File: src/rtl/ssd_capture_if.sv
// ssd_capture_if -- bundle between a multiplexed 7-segment display bus and
// the capture block.
//   an           : digit anodes, active-low (an[0] = digit 0)
//   seg          : segment cathodes, active-low, bit6=a .. bit0=g
//   value        : last complete 4-digit frame
//   valid_digits : digits captured so far in the current frame
//   frame_done   : one-cycle pulse when value updates
//   err_cnt      : saturating illegal-pattern count
// master drives the display bus; slave is the capture block.
interface ssd_capture_if;
    logic [3:0]  an;
    logic [6:0]  seg;
    logic [15:0] value;
    logic [3:0]  valid_digits;
    logic        frame_done;
    logic [7:0]  err_cnt;

    modport master (output an, seg, input value, valid_digits, frame_done, err_cnt);
    modport slave  (input an, seg, output value, valid_digits, frame_done, err_cnt);
endinterface

File: src/rtl/ssd_capture.sv
// ssd_capture -- watches a multiplexed 7-segment display bus and rebuilds the
// 16-bit hex value being shown.
// Ports:
//   clk   : system clock, rising edge
//   rst_n : asynchronous active-low reset
//   bus   : ssd_capture_if.slave (an/seg in; value/valid_digits/frame_done/err_cnt out)
// Parameter STABLE_CYCLES (2..15): edges an anode/segment pair must hold
// before its digit is evaluated.
// Optional feature: define SSD_CAPTURE_ERR_EN to build the saturating
// illegal-pattern counter; otherwise err_cnt is tied to zero.
module ssd_capture #(
    parameter int STABLE_CYCLES = 4
) (
    input  logic          clk,
    input  logic          rst_n,
    ssd_capture_if.slave  bus
);
    localparam logic [1:0] S_IDLE   = 2'd0;
    localparam logic [1:0] S_SETTLE = 2'd1;
    localparam logic [1:0] S_HELD   = 2'd2;

    logic [3:0]  an_q, an_d;
    logic [6:0]  seg_q, seg_d;
    logic [1:0]  state_q, state_d;
    logic [3:0]  cnt_q, cnt_d;
    logic [15:0] shadow_q, shadow_d;
    logic [3:0]  seen_q, seen_d;
    logic [15:0] value_q, value_d;
    logic        frame_done_q, frame_done_d;
    logic        err_evt;

    logic        pair_chg;
    logic [1:0]  idx;
    logic        legal;
    logic [3:0]  nib;
    logic [3:0]  seen_new;

    // Inverse of the hex-to-segment table; anything not listed is illegal.
    always_comb begin
        legal = 1'b1;
        nib   = 4'h0;
        unique case (seg_q)
            7'b0000001: nib = 4'h0;
            7'b1001111: nib = 4'h1;
            7'b0010010: nib = 4'h2;
            7'b0000110: nib = 4'h3;
            7'b1001100: nib = 4'h4;
            7'b0100100: nib = 4'h5;
            7'b0100000: nib = 4'h6;
            7'b0001111: nib = 4'h7;
            7'b0000000: nib = 4'h8;
            7'b0000100: nib = 4'h9;
            7'b0001000: nib = 4'hA;
            7'b1100000: nib = 4'hB;
            7'b0110001: nib = 4'hC;
            7'b1000010: nib = 4'hD;
            7'b0110000: nib = 4'hE;
            7'b0111000: nib = 4'hF;
            default:    legal = 1'b0;
        endcase
    end

    // Only consulted in SETTLE, where an_q is known to be one-hot-low.
    always_comb begin
        case (an_q)
            4'b1101: idx = 2'd1;
            4'b1011: idx = 2'd2;
            4'b0111: idx = 2'd3;
            default: idx = 2'd0;
        endcase
    end

    always_comb begin
        an_d         = bus.an;
        seg_d        = bus.seg;
        state_d      = state_q;
        cnt_d        = cnt_q;
        shadow_d     = shadow_q;
        seen_d       = seen_q;
        value_d      = value_q;
        frame_done_d = 1'b0;
        err_evt      = 1'b0;
        seen_new     = seen_q | (4'b0001 << idx);
        pair_chg     = (bus.an != an_q) || (bus.seg != seg_q);

        if (pair_chg) begin
            // New pair: restart the stability count on the loading edge.
            cnt_d   = 4'd1;
            state_d = $onehot(~bus.an) ? S_SETTLE : S_IDLE;
        end else if (state_q == S_SETTLE) begin
            cnt_d = cnt_q + 4'd1;
            if (cnt_d == 4'(STABLE_CYCLES)) begin
                state_d = S_HELD;
                if (legal) begin
                    shadow_d[{idx, 2'b00} +: 4] = nib;
                    if (seen_new == 4'b1111) begin
                        value_d      = shadow_d;
                        frame_done_d = 1'b1;
                        seen_d       = 4'b0000;
                    end else begin
                        seen_d = seen_new;
                    end
                end else if (seg_q != 7'b1111111) begin
                    // Blank digit is a legitimate display state, not an error.
                    err_evt = 1'b1;
                end
            end
        end
    end

    always_ff @(posedge clk or negedge rst_n) begin
        if (!rst_n) begin
            an_q         <= 4'b1111;
            seg_q        <= 7'b1111111;
            state_q      <= S_IDLE;
            cnt_q        <= 4'd0;
            shadow_q     <= 16'h0000;
            seen_q       <= 4'b0000;
            value_q      <= 16'h0000;
            frame_done_q <= 1'b0;
        end else begin
            an_q         <= an_d;
            seg_q        <= seg_d;
            state_q      <= state_d;
            cnt_q        <= cnt_d;
            shadow_q     <= shadow_d;
            seen_q       <= seen_d;
            value_q      <= value_d;
            frame_done_q <= frame_done_d;
        end
    end

`ifdef SSD_CAPTURE_ERR_EN
    logic [7:0] err_cnt_q, err_cnt_d;

    always_comb begin
        err_cnt_d = err_cnt_q;
        if (err_evt && err_cnt_q != 8'hFF) err_cnt_d = err_cnt_q + 8'd1;
    end

    always_ff @(posedge clk or negedge rst_n) begin
        if (!rst_n) err_cnt_q <= 8'h00;
        else        err_cnt_q <= err_cnt_d;
    end

    assign bus.err_cnt = err_cnt_q;
`else
    // Error events are still detected but nothing consumes them.
    logic unused_err;
    assign unused_err  = err_evt;
    assign bus.err_cnt = 8'h00;
`endif

    assign bus.value        = value_q;
    assign bus.valid_digits = seen_q;
    assign bus.frame_done   = frame_done_q;
endmodule

File: src/flat_wrapper.sv
// flat-port wrapper written by rule: the top's interface ports become plain ports
module ssd_capture_flat 
#(
    parameter int STABLE_CYCLES = 4
)
  (clk, rst_n, bus_an, bus_seg, bus_value, bus_valid_digits, bus_frame_done, bus_err_cnt);
  ssd_capture_if bus_i ();
  input  logic clk;
  input  logic rst_n;
  input wire logic [$bits(bus_i.an)-1:0] bus_an;
  input wire logic [$bits(bus_i.seg)-1:0] bus_seg;
  output wire logic [$bits(bus_i.value)-1:0] bus_value;
  output wire logic [$bits(bus_i.valid_digits)-1:0] bus_valid_digits;
  output wire logic [$bits(bus_i.frame_done)-1:0] bus_frame_done;
  output wire logic [$bits(bus_i.err_cnt)-1:0] bus_err_cnt;
  assign bus_i.an = bus_an;
  assign bus_i.seg = bus_seg;
  assign bus_value = bus_i.value;
  assign bus_valid_digits = bus_i.valid_digits;
  assign bus_frame_done = bus_i.frame_done;
  assign bus_err_cnt = bus_i.err_cnt;
  ssd_capture #(.STABLE_CYCLES(STABLE_CYCLES)) u_core (.clk(clk), .rst_n(rst_n), .bus(bus_i));
endmodule
File: config.mk
export PLATFORM = sky130hd
export DESIGN_NAME = ssd_capture_flat
export DESIGN_NICKNAME = d
export VERILOG_FILES = /design/src/rtl/ssd_capture_if.sv /design/src/rtl/ssd_capture.sv /design/src/flat_wrapper.sv
export SDC_FILE = /design/constraint.sdc
export NUM_CORES = 1
export LEC_CHECK = 0
export CORE_MARGIN = 2
export CORE_UTILIZATION = 59
export DETAILED_ROUTE_END_ITERATION = 8
export GPL_TIMING_DRIVEN = 0
export PLACE_DENSITY = 0.94
export SETUP_SLACK_MARGIN = 0.05
export SYNTH_ARGS = -nofsm -noshare
export SYNTH_HDL_FRONTEND = slang
export SYNTH_SLANG_ARGS = --single-unit
File: constraint.sdc
create_clock -name clk -period 5.5 [get_ports clk]
set_clock_uncertainty 0.1 [all_clocks]
set_input_delay 0.55 -clock clk [delete_from_list [all_inputs] [get_ports clk]]
set_output_delay 0.55 -clock clk [all_outputs]
set_load 0.005 [all_outputs]
Yosys cells after proc, flatten, opt, wreduce, memory -nomap -nowiden
Index checks and enable logic that the tools add are counted.
{"block": "op_classes", "n_bitwise": 3, "n_eq_ne": 24, "n_mux": 16, "addsub": 5, "n_reduce_logical": 8, "shift": 3}
{"op": "$pmux 4 s15", "n": 1}
{"op": "$eq 7x6->1 const B", "n": 5}
{"op": "$eq 7x7->1 const B", "n": 4}
{"op": "$bwmux 16", "n": 1}
{"op": "$reduce_or 16->1", "n": 1}
{"op": "$shift 4x6->16 const A", "n": 1}
{"op": "$shiftx 4x6->16", "n": 1}
{"op": "$eq 7x3->1 const B", "n": 2}
{"op": "$eq 7x4->1 const B", "n": 2}
{"op": "$eq 4x4->1 const B", "n": 3}
{"op": "$mux 4", "n": 3}
{"op": "$eq 4x3->1 const B", "n": 2}
{"op": "$eq 7x1->1 const B", "n": 1}
{"op": "$eq 7x5->1 const B", "n": 1}
{"op": "$logic_not 7->1", "n": 1}
{"op": "$mux 1", "n": 7}
{"op": "$ne 7x7->1", "n": 1}
{"op": "$mux 2", "n": 3}
{"op": "$neg 4->6", "n": 1}
{"op": "$pmux 2 s3", "n": 1}
{"op": "$reduce_and 5->1", "n": 1}
{"op": "$add 1x1->2", "n": 2}
{"op": "$add 4x1->4 const B", "n": 1}
{"op": "$ne 4x4->1", "n": 1}
{"op": "11 further kinds", "n": 12}
{"block": "totals", "out_inout_bits": 29, "reg_bits": 54, "inputBits": 13}

Depth between registers and ports, before layout
{"block": "logic_depth", "word_depth": 10, "ltp_mapped": 9, "depth_no_buf": 8}

Least setup slack after synthesis
OpenSTA, ideal clock, no wires.
{"block": "synth_timing", "path_kind": "register -> register", "from": "reg u_core.seg_q[3]", "to": "reg u_core.value_q[15], in the netlist u_core.bus.value[15]", "setup_ns": 0.127, "arrival_ns": 2.410, "path_stages_with_launch": 9, "setup_slack_ns": 2.863, "n_path_buf": 2, "cell_sequence": "dfstp_2 clkbuf_1 xor2_1 nor4_4 nand4_2 a311oi_4 and2_4 buf_6 mux2_1"}
{"block": "synth_via", "elab_chain_cells": 4, "elab_cells_between_ends": 25, "cone_classes": "16 x eq/ne; 1 x shift; 3 x mux; 1 x bitwise; 4 x reduce/logical"}
{"element": "from (decl)", "line": "ssd_capture.sv:23", "text": "logic [6:0] seg_q, seg_d;"}
{"element": "from (signal assigned)", "line": "ssd_capture.sv:123", "text": "seg_q <= seg_d;"}
{"element": "$eq 7x6->1 (tied with other cells)", "line": "ssd_capture.sv:42", "text": "unique case (seg_q)"}
{"element": "$pmux 4 s15 (tied with other cells)", "line": "ssd_capture.sv:42"}
{"element": "$shiftx 4x6->16 (tied with other cells)", "line": "ssd_capture.sv:95", "text": "shadow_d[{idx, 2'b00} +: 4] = nib;"}
{"element": "$bwmux 16 or $reduce_and 5->1 (tied branches)"}
{"element": "to (signal assigned)", "line": "ssd_capture.sv:128", "text": "value_q <= value_d;"}
{"element": "to (decl)", "line": "ssd_capture.sv:28", "text": "logic [15:0] value_q, value_d;"}
Several ways; a longest one is shown, not always the timed one.
A chain may end at the register's enable or synchronous reset.

Worst setup path in the final report
{"block": "layout_timing", "from": "in bus_an[3]", "to": "reg u_core.value_q[11], in the netlist u_core.bus.value[11]"}
{"block": "layout_via", "elab_chain_cells": 4}
{"element": "from (decl)", "line": "flat_wrapper.sv:10", "text": "input wire logic [$bits(bus_i.an)-1:0] bus_an;"}
{"element": "$ne 4x4->1", "line": "ssd_capture.sv:84", "text": "pair_chg = (bus.an != an_q) || (bus.seg != seg_q);"}
{"element": "$logic_or 1x1->1", "line": "ssd_capture.sv:84"}
{"element": "$not 1->1 (no line)"}
{"element": "$reduce_and 5->1 (no line)"}
Every way passes these cells.

==> summary.md <==
| Metric | Value |
|---|---|
| Status | `finished, final reports clean` |
| RR Startpoint | `u_core.seg_q[3]` |
| YS warnings | `0` |
| Max cap viols | `0` |
| Number of synthesized flops with an enable pin | `0` |
| Post-synthesis xor/xnor area fraction | `0.0551` |
| Final Hold Fails | `0` |
| RSZ-0062 raised after global routing | `no` |
| Most Crowded Layer GR | `met2` |
| Largest family of logic cells by synthesized area | `simple AND/OR/NAND/NOR gates` |
| Worst Setup SP | `bus_an[3]` |
| Max clock buf depth | `2` |
| CP Launch Type | `input pin` |
| Clk pin slew, worst setup/hold paths | `roughly 0.10 ns` |
| Site Rows | `26` |
| DP HPWL | `4600 µm` |
| P&R area growth vs syn | `19.2%` |
| CTS tree | `done` |
| Total gr overflow | `0` |
| Diode count | `0` |
| Global Route met2 Usage | `0.387` |
| Asr flop ratio synth | `1.00` |
| Hold buffer count at CTS | `0` |
| CP peak stage delay | `approximately 0.61 ns` |
| Compound-cell area share of the yosys netlist | `0.133` |
| Met1 usage in global routing | `0.351` |
| Final Cycle Share | `0.571` |
| Ports | `42` |
| Sequential area share after synthesis | `0.452` |
| Total power | `between 700 and 800 µW` |
| TNS Setup | `0 ns` |
| Routed len/inst | `between 15 and 20 µm` |
| Core footprint | `between 0.005 and 0.006 mm²` |
| Tot GR Track Use | `0.245` |
| Met3 Use GR | `0.0317` |
| Max VDD drop | `roughly 0.17 mV` |
| Initial antenna violation count | `0` |
| First-pass GRT wire length | `roughly 11000 µm` |
| Worst slew pin tran | `1.23 ns` |
| GP Congestion | `roughly 0.97` |
| Power per cell area | `~220 mW/mm²` |
| Antenna Nets Post-Route | `0` |
| Clock root buffer master | `clkbuf_8` |
| Post-CTS setup buffer count | `0` |
| CTS HTree Levels | `2` |
| Crit. End Element | `flop` |
| DIE HEIGHT | `between 70 and 80 µm` |
| Number of synthesized register bits | `54` |
| Worst EP arrival | `between 3 and 4 ns` |
| Clk sinks | `54` |
| Final wirelength | `6230 µm` |
| Slew margin rel. | `0.171` |
| Initial Utilization | `0.602` |
| Die Wd | `75.5 µm` |
| Mapped Cells | `approximately 270` |
| # setup viols final | `0` |
| Post-Synth Simple-Gate Area | `0.154` |
| 1st-iter DRT viols | `~200` |
| Layout cells sized above 1 | `0.158` |
| Die ar. | `0.00570 mm²` |
| Largest net degree at the start of global routing | `39` |
| Crit Path Max Fanout | `10` |
| Crit path max-delay family | `simple AND/OR/NAND/NOR gates` |
| Post-CTS resize count | `0` |
| Max Freq | `roughly 320 MHz` |
| Via density | `5.78` |
| Max stage delay cell, worst path | `a311oi_4` |
| Total number of vias | `2265` |
| Mapped Area | `0.00302 mm²` |
| Number of global-route vias before repair | `roughly 2200` |
| Port Buffers | `33` |
| Clock Latency Late Sink | `around 0.32 ns` |
| Crit-path cells | `clkdlybuf4s50_1 > xor2_1 > nor4_2 > nand4_2 > a311oi_4 > and2_4 > buf_6 > mux2_1` |
| Drt pass-1 iters | `4` |
| CP Class | `in2reg` |
| WP data required | `between 5 and 6 ns` |
| Leakage power | `~0.0017 µW` |
| Crit path buf inv count | `2` |
| Tmin final | `3.14 ns` |
| # DRC | `0` |
| Synth unique cells | `52` |
| Slew Viols, Final | `0` |
| Fill cell count | `359` |
| Area share of fa/ha/maj cells after synthesis | `0.0564` |
| TritonCTS Buffers | `5` |
| Hold crit path type | `in2async` |
| Avg Inst Size Synth | `roughly 11 µm²` |
| Ys flop type | `dfrtp_1` |
| Mux cell area share after synthesis | `0.0854` |
| Final Net Count | `about 350` |
==> flip-flops by register name, indices dropped and copies added, names as in the netlist <==
name	count
u_core.state_q	2
u_core.an_q	4
u_core.cnt_q	4
u_core.bus.value	16
u_core.shadow_q	16
u_core.seg_q	7
u_core.bus.frame_done	1
u_core.bus.valid_digits	4
==> worst paths after layout <==
path / end / cells past startpoint / slack [ns]
max: u_core.bus.value[11] / 8 / 2.36
min: u_core.bus.value[6] / 1 / 0.04
max reg2reg: u_core.bus.value[11] / 8 / 2.38
min reg2reg: u_core.bus.value[8] / 1 / 0.39
max in group asynchronous: u_core.seg_q[4] / 2 / 4.65
min in group clk: u_core.bus.value[8] / 1 / 0.39
==> final cells by class <==
| class | count | area [µm²] | share of cell area |
|---|---|---|---|
| Buffer | 20 | 138 | 0.0382 |
| Clock buffer | 6 | 82.6 | 0.0229 |
| Clock inverter | 2 | 38.8 | 0.0108 |
| Inverter | 13 | 48.8 | 0.0136 |
| Multi-Input combinational cell | 193 | 1490 | 0.415 |
| Sequential cell | 54 | 1370 | 0.379 |
| Tap cell | 70 | 87.6 | 0.0243 |
| Timing Repair Buffer | 34 | 345 | 0.0960 |
==> Yosys cell counts, drive strengths merged, types with 2 or more instances <==
cell type | count | area share
a21oi | 8 | 0.013
a22o | 11 | 0.032
a22oi | 2 | 0.0050
and2 | 2 | 0.0050
and3 | 5 | 0.010
and3b | 2 | 0.0058
and4b | 2 | 0.0066
buf | 17 | 0.042
clkbuf | 3 | 0.0037
dfrtp | 43 | 0.36
dfstp | 11 | 0.096
ha | 12 | 0.050
inv | 13 | 0.016
mux2 | 22 | 0.082
nand2 | 13 | 0.016
nand2b | 2 | 0.0041
nand3 | 12 | 0.020
nand3b | 2 | 0.0050
nand4 | 3 | 0.0083
nand4b | 3 | 0.0087
nor2 | 16 | 0.020
nor2b | 3 | 0.0062
nor3 | 5 | 0.0083
nor3b | 3 | 0.0075
nor4 | 3 | 0.013
o211ai | 3 | 0.0075
o21ai | 5 | 0.0083
o22ai | 2 | 0.0041
o2bb2ai | 12 | 0.035
xnor2 | 5 | 0.015
xor2 | 14 | 0.041
==> cell families after synthesis <==
group	Yosys count
xor gates and xnor gates	19
muxes	23
buffers and inverters	33
and+or+nand+nor	79
AOI/OAI and AO/OA	51
other	1
adders and majority gates	13
DFF	54
==> worst reg2reg max path: cells and delay by family (launching register included) <==
family | cells | cell delay (ns)
XOR/XNOR | 1 | 0.16
AND/OR/NAND/NOR | 3 | 0.88
multiplexers | 1 | 0.34
AO/OA/AOI/OAI | 1 | 0.61
buffers and inverters | 2 | 0.42
flip-flops | 1 | 0.52
==> per-layer routing <==
layer / up-vias / part of all wire
li1: 1065 / -
met5: - / 0
met1: 1117 / 0.45
met2: 76 / 0.48
met3: 7 / 0.056
met4: 0 / 0.014
==> per-stage QoR <==
step / hold WS [ns] / std cells / area, µm² / setup slack, ns / utilization
3_3_place_gp: 0.367 / 383 / 3460 / 2.12 / 0.691
3_5_place_dp: 0.374 / 384 / 3480 / 2.04 / 0.694
2_1_floorplan: 0.154 / 280 / 3040 / 2.86 / -
5_1_grt: 0.0753 / 392 / 3600 / 2.15 / 0.718
4_1_cts: 0.0542 / 392 / 3600 / 2.38 / 0.718
6_report: 0.0394 / 392 / 3600 / 2.36 / 0.718
==> cells in the final DEF (no fill, tap or decap), types with 12 or more instances in the layout <==
cell	netlist	layout
xor2_1	14	14
mux2_1	15	15
nand2_1	13	13
nor2_1	16	16
dfrtp_1	43	43
inv_1	13	13
nand3_1	12	12
clkdlybuf4s50_1	0	32
ha_1	12	12
o2bb2ai_1	12	12
==> power breakdown <==
| part | switching, µW | leakage [µW] | internal [µW] |
|---|---|---|---|
| clock network | 134 | 0.0000618 | 150 |
| logic | 55.6 | 0.000898 | 38.1 |
| registers | 5.38 | 0.000705 | 406 |
| total | 195 | 0.00167 | 594 |
Power figures use the tool's default switching activity.
